[config.mk]
export PLATFORM = sky130hd
export DESIGN_NAME = instr_encoder
export DESIGN_NICKNAME = d
export VERILOG_FILES = /design/src/rtl/instr_encoder.sv
export SDC_FILE = /design/constraint.sdc
export NUM_CORES = 1
export LEC_CHECK = 0
export CORE_MARGIN = 4
export CORE_UTILIZATION = 46
export CTS_BUF_LIST = sky130_fd_sc_hd__clkbuf_4 sky130_fd_sc_hd__clkbuf_8
export DETAILED_ROUTE_END_ITERATION = 8
export GPL_TIMING_DRIVEN = 0
export PLACE_DENSITY = 0.68
export SYNTH_ARGS = -nofsm -noshare
export SYNTH_HDL_FRONTEND = slang
export SYNTH_SLANG_ARGS = --single-unit
[constraint.sdc]
create_clock -name clk -period 2.4 [get_ports clk]
set_clock_uncertainty 0.05 [all_clocks]
set_input_delay 0.24 -clock clk [delete_from_list [all_inputs] [get_ports clk]]
set_output_delay 0.24 -clock clk [all_outputs]
set_load 0.02 [all_outputs]
[src/rtl/instr_encoder.sv]
`default_nettype none
// ============================================================================
// Module      : instr_encoder
// Description : Encodes add/addi/lw/sw/beq/bne fields into 32-bit MIPS words
//               and queues them in a first-word-fall-through FIFO, each word
//               tagged with its instruction-memory word address.
//               Optional macro ENC_ZERO_DEST_CHECK_EN drops add/addi/lw that
//               target register 0.
// Revision    : 1.0 - initial release
// ============================================================================
module instr_encoder #(
    parameter int DEPTH     = 4,
    parameter int ADDR_W    = 8,
    parameter int BASE_ADDR = 0
) (
    input  logic                     clk,
    input  logic                     rst,
    input  logic                     in_valid,
    output logic                     in_ready,
    input  logic [2:0]               in_kind,
    input  logic [4:0]               in_rs,
    input  logic [4:0]               in_rt,
    input  logic [4:0]               in_rd,
    input  logic [15:0]              in_imm,
    output logic                     out_valid,
    input  logic                     out_ready,
    output logic [31:0]              out_instr,
    output logic [ADDR_W-1:0]        out_addr,
    output logic                     err_illegal,
    output logic [$clog2(DEPTH):0]   count
);

    localparam int                  c_PTR_W = $clog2(DEPTH);
    localparam int                  c_CNT_W = c_PTR_W + 1;
    localparam logic [c_CNT_W-1:0]  c_FULL  = c_CNT_W'(DEPTH);
    localparam logic [ADDR_W-1:0]   c_BASE  = ADDR_W'(BASE_ADDR);

    localparam logic [2:0] c_K_ADD  = 3'd0;
    localparam logic [2:0] c_K_ADDI = 3'd1;
    localparam logic [2:0] c_K_LW   = 3'd2;
    localparam logic [2:0] c_K_SW   = 3'd3;
    localparam logic [2:0] c_K_BEQ  = 3'd4;
    localparam logic [2:0] c_K_BNE  = 3'd5;

    localparam logic [5:0] c_OP_RTYPE = 6'h00;
    localparam logic [5:0] c_FN_ADD   = 6'h20;
    localparam logic [5:0] c_OP_ADDI  = 6'h08;
    localparam logic [5:0] c_OP_LW    = 6'h23;
    localparam logic [5:0] c_OP_SW    = 6'h2B;
    localparam logic [5:0] c_OP_BEQ   = 6'h04;
    localparam logic [5:0] c_OP_BNE   = 6'h05;

    logic [31:0]        r_mem_instr [DEPTH];
    logic [ADDR_W-1:0]  r_mem_addr  [DEPTH];
    logic [c_PTR_W-1:0] r_wr_ptr;
    logic [c_PTR_W-1:0] r_rd_ptr;
    logic [c_CNT_W-1:0] r_count;
    logic [ADDR_W-1:0]  r_addr;
    logic               r_err;

    logic               w_kind_ok;
    logic               w_zero_dest;
    logic               w_legal;
    logic               w_accept;
    logic               w_push;
    logic               w_pop;
    logic [31:0]        w_instr;

    // Unused fields never reach the word: each kind selects only its own fields.
    always_comb begin
        w_kind_ok = 1'b1;
        w_instr   = 32'd0;
        case (in_kind)
            c_K_ADD:  w_instr = {c_OP_RTYPE, in_rs, in_rt, in_rd, 5'd0, c_FN_ADD};
            c_K_ADDI: w_instr = {c_OP_ADDI, in_rs, in_rt, in_imm};
            c_K_LW:   w_instr = {c_OP_LW,   in_rs, in_rt, in_imm};
            c_K_SW:   w_instr = {c_OP_SW,   in_rs, in_rt, in_imm};
            c_K_BEQ:  w_instr = {c_OP_BEQ,  in_rs, in_rt, in_imm};
            c_K_BNE:  w_instr = {c_OP_BNE,  in_rs, in_rt, in_imm};
            default:  w_kind_ok = 1'b0;
        endcase
    end

`ifdef ENC_ZERO_DEST_CHECK_EN
    assign w_zero_dest = ((in_kind == c_K_ADD) && (in_rd == 5'd0)) ||
                         (((in_kind == c_K_ADDI) || (in_kind == c_K_LW)) && (in_rt == 5'd0));
`else
    assign w_zero_dest = 1'b0;
`endif

    assign w_legal   = w_kind_ok & ~w_zero_dest;
    assign in_ready  = (r_count < c_FULL);
    assign out_valid = (r_count != '0);
    assign w_accept  = in_valid & in_ready;
    assign w_push    = w_accept & w_legal;
    assign w_pop     = out_valid & out_ready;

    // Storage needs no reset: the head is gated by out_valid.
    always_ff @(posedge clk) begin
        if (w_push) begin
            r_mem_instr[r_wr_ptr] <= w_instr;
            r_mem_addr[r_wr_ptr]  <= r_addr;
        end
    end

    always_ff @(posedge clk) begin
        if (rst) begin
            r_wr_ptr <= '0;
            r_rd_ptr <= '0;
            r_count  <= '0;
            r_addr   <= c_BASE;
            r_err    <= 1'b0;
        end else begin
            r_err <= w_accept & ~w_legal;
            if (w_push) begin
                r_wr_ptr <= r_wr_ptr + c_PTR_W'(1);
                r_addr   <= r_addr + ADDR_W'(1);
            end
            if (w_pop) begin
                r_rd_ptr <= r_rd_ptr + c_PTR_W'(1);
            end
            case ({w_push, w_pop})
                2'b10:   r_count <= r_count + c_CNT_W'(1);
                2'b01:   r_count <= r_count - c_CNT_W'(1);
                default: r_count <= r_count;
            endcase
        end
    end

    assign out_instr   = out_valid ? r_mem_instr[r_rd_ptr] : 32'd0;
    assign out_addr    = out_valid ? r_mem_addr[r_rd_ptr]  : '0;
    assign err_illegal = r_err;
    assign count       = r_count;

endmodule
`default_nettype wire

==> run_results.csv <==
group,metric,value,unit
outcome,status,"completed",
synthesis,postSynthAreaPerCell,17.7,µm²
finish,register_area,4930,µm²
synthesis,ys_ff_latch,170,
placement,globalplace.congestion,0.850,
route,wl_per_cell,18.8,µm
critical_path,cp.required,2.11,ns
synthesis,syn_area,6980,µm²
synthesis,seq_area_frac_synth,0.705,
hold_path,hp-class,"in2reg",
grt,grt_pass1_wl,21.1,mm
route,ant_nets,0,
clock_network,clkTransAtPathRegs,0.09,ns
clock_network,cts_sinks,170,
floorplan,rows,44,
critical_path,worstPathArrival,2.05,ns
grt,grt_overflow,0,
power,peakVddDrop,0.537,mV
critical_path,critical_path_class,"reg2out",
route,via_per_inst,5.37,
sta,period_needed,2.34,ns
finish,multiInputGateArea,1900,µm²
clock_network,cts_tree,"yes",
grt,grt_util_all_layers,0.158,
placement,dp_slack,-0.307,ns
finish,area_growth,22.2,%
hold_path,min_delay_path_depth,2,
finish,fillers,1121,
floorplan,die_h,131,µm
sta,finalSetupViolations,0,
critical_path,critPathCaptureType,"primary output",
synthesis,synthFlopType,"edfxtp_1",
finish,n_antenna_cell,0,
clock_network,htreeDepth,4,
route,remaining_drc_errors,0,
floorplan,die_w,131,µm
critical_path,timing.rr.end,"count[2]",
grt,grt_max_degree,30,
grt,first_global_vias,3881,
placement,portBuffers,82,
sta,slew_headroom,0.499,
clock_network,clkLatencyLatePin,0.44,ns
critical_path,r2r_slack,0.22,ns
sta,hold_slack,0.473,ns
sta,rsz0062_at_grt,"yes",
route,drt_iter0_markers,293,
floorplan,start_util,0.475,
critical_path,cp-start-kind,"register",
critical_path,reg2reg_from,"count[2]",
floorplan,core,14700,µm²
synthesis,syn-num-nets,439,
route,dr.pass1.iters,4,
critical_path,r2r_cells,10,
clock_network,holdBufCountCts,0,
critical_path,path_max_fanout,10,
synthesis,synth_edf_count,152,
sta,tightest_slew,0.748,ns
clock_network,clk_path_buf_depth,2,
finish,fin_nets,550,
synthesis,synth_cell_types,38,
finish,drive_gt1_frac,0.249,
clock_network,clock_tree.root_cell,"clkbuf_8",
synthesis,synth_cells,394,
placement,dp_hpwl,8.49,mm
sta,fin_crit_sh,0.976,
grt,antenna_found_initial,0,
sta,slew_viol_final,0,
power,power.density,1020,nW/µm²
clock_network,cts_inserted_buffers,17,
hold_path,min_from,"in_imm[9]",
floorplan,dieArea,17200,µm²
run,maxCapViolCount,0,
floorplan,pin_count,84,
sta,final-hold-violation-count,0,
power,p_leak,2.96,nW
sta,fmax,0.427,GHz
sta,setup_slack,0.0587,ns
synthesis,async_reset_ff_frac,0,
route,dr_total_vias,3771,
route,routed_wl,13.2,mm
hold_path,whs_endpoint,"r_mem_instr[3][9]",
synthesis,yosys_warnings,0,
power,power,8.67,mW
sta,tns,0,ns
==> power by group <==
part           total, mW  switching [mW]  internal, mW
registers           3.59           0.110          3.48
logic               3.13            1.62          1.51
clock network       1.95            1.01         0.942
total               8.67            2.74          5.93
==> logic make-up after synthesis <==
family,after synthesis,share of synthesized area
fa+ha+maj,7,0.0136
flops,170,0.705
mux,43,0.131
simple gates,110,0.0946
buf+inv,32,0.0245
other cells,1,0.000537
xor+xnor,4,0.00502
compound gates,27,0.0256
==> worst max-delay path by stage <==
stage / to / cells after the start / start
CTS: out_instr[31] / 6 / register
detailed placement: count[2] / 11 / in_kind[2]
global placement: r_mem_instr[3][9] / 3 / in_valid
floorplan: count[2] / 10 / count[2]
finish: out_instr[31] / 6 / register
global route: out_instr[31] / 6 / register
==> layer usage <==
metal,routed length [µm],GRT usage,up-vias
li1,-,-,1744
met1,5730,0.213,1921
met2,6610,0.254,94
met3,650,0.0390,12
met4,177,0.0566,0
met5,0,0,-
==> cell usage after synthesis (2+ instances only) <==
cell       number  area (µm²)
nor2b_1        37         231
buf_4           3        22.5
ha_1            6        75.1
buf_6           3        33.8
nor2_1         17        63.8
o31ai_1         2        15.0
and3_1          4        25.0
xor2_1          4        35.0
nor4b_1         2        17.5
dfxtp_1        18         360
a21oi_1         7        35.0
clkbuf_1        9        33.8
o2bb2ai_1       5        43.8
buf_2           5        25.0
edfxtp_1      152        4560
inv_1          11        41.3
or3_1           2        12.5
a22oi_1         5        37.5
nor3_1          2        10.0
nand3_1         4        20.0
nand2_1         4        15.0
mux4_2         38         856
and2b_1        10        75.1
mux2_2          5        56.3
nor4_1          3        18.8
o21ai_0         5        25.0
and2_1         20         125
==> area by class of cell <==
cell class / count / area share
multi-input combinational: 192 / 0.222
buffer: 21 / 0.0211
clock inverter: 14 / 0.0173
sequential: 170 / 0.578
timing repair buffer: 92 / 0.101
inverter: 11 / 0.00484
clock buffer: 18 / 0.0283
tap: 184 / 0.0270
==> cell usage in the layout (no fill, tap or decap), types with 6 or more instances in the layout <==
| cell | synthesis | layout |
|---|---|---|
| a21oi_1 | 7 | 7 |
| and2_1 | 20 | 20 |
| and2b_1 | 10 | 10 |
| buf_12 | 0 | 8 |
| buf_2 | 5 | 15 |
| buf_4 | 3 | 12 |
| clkbuf_8 | 0 | 17 |
| clkdlybuf4s50_1 | 0 | 43 |
| dfxtp_1 | 18 | 16 |
| dlygate4sd2_1 | 0 | 17 |
| edfxtp_1 | 152 | 152 |
| ha_1 | 6 | 6 |
| inv_1 | 11 | 11 |
| mux4_2 | 38 | 38 |
| nor2_1 | 17 | 17 |
| nor2b_1 | 37 | 37 |
==> registers in the layout (all words and copies together) (netlist names), named ones only <==
name,count
r_addr,8
r_mem_addr,32
r_wr_ptr,2
r_rd_ptr,2
r_mem_instr,120
count,3
err_illegal,1
==> through the flow <==
stage,cells,instance area [µm²],util
floorplan,394,6980,-
global placement,660,8030,0.546
detailed placement,664,8120,0.552
CTS,697,8500,0.578
global route,702,8530,0.580
finish,702,8530,0.580
==> what timing repair did <==
action | 4_1_cts | 5_1_grt
pin swaps | 1 | 1
endpoints found under the setup margin | 40 | 21
resized for setup | 109 | 8
gates cloned | 0 | 0
setup buffers | 1 | 5
==> critical path, stage by stage, from the launching register on <==
cell and delay (ns):
dfxtp_4 0.37, buf_12 0.13, buf_12 0.15, mux4_2 0.51
nor2b_1 0.17, buf_4 0.13, buf_4 0.14
Power figures use the tool's default switching activity.
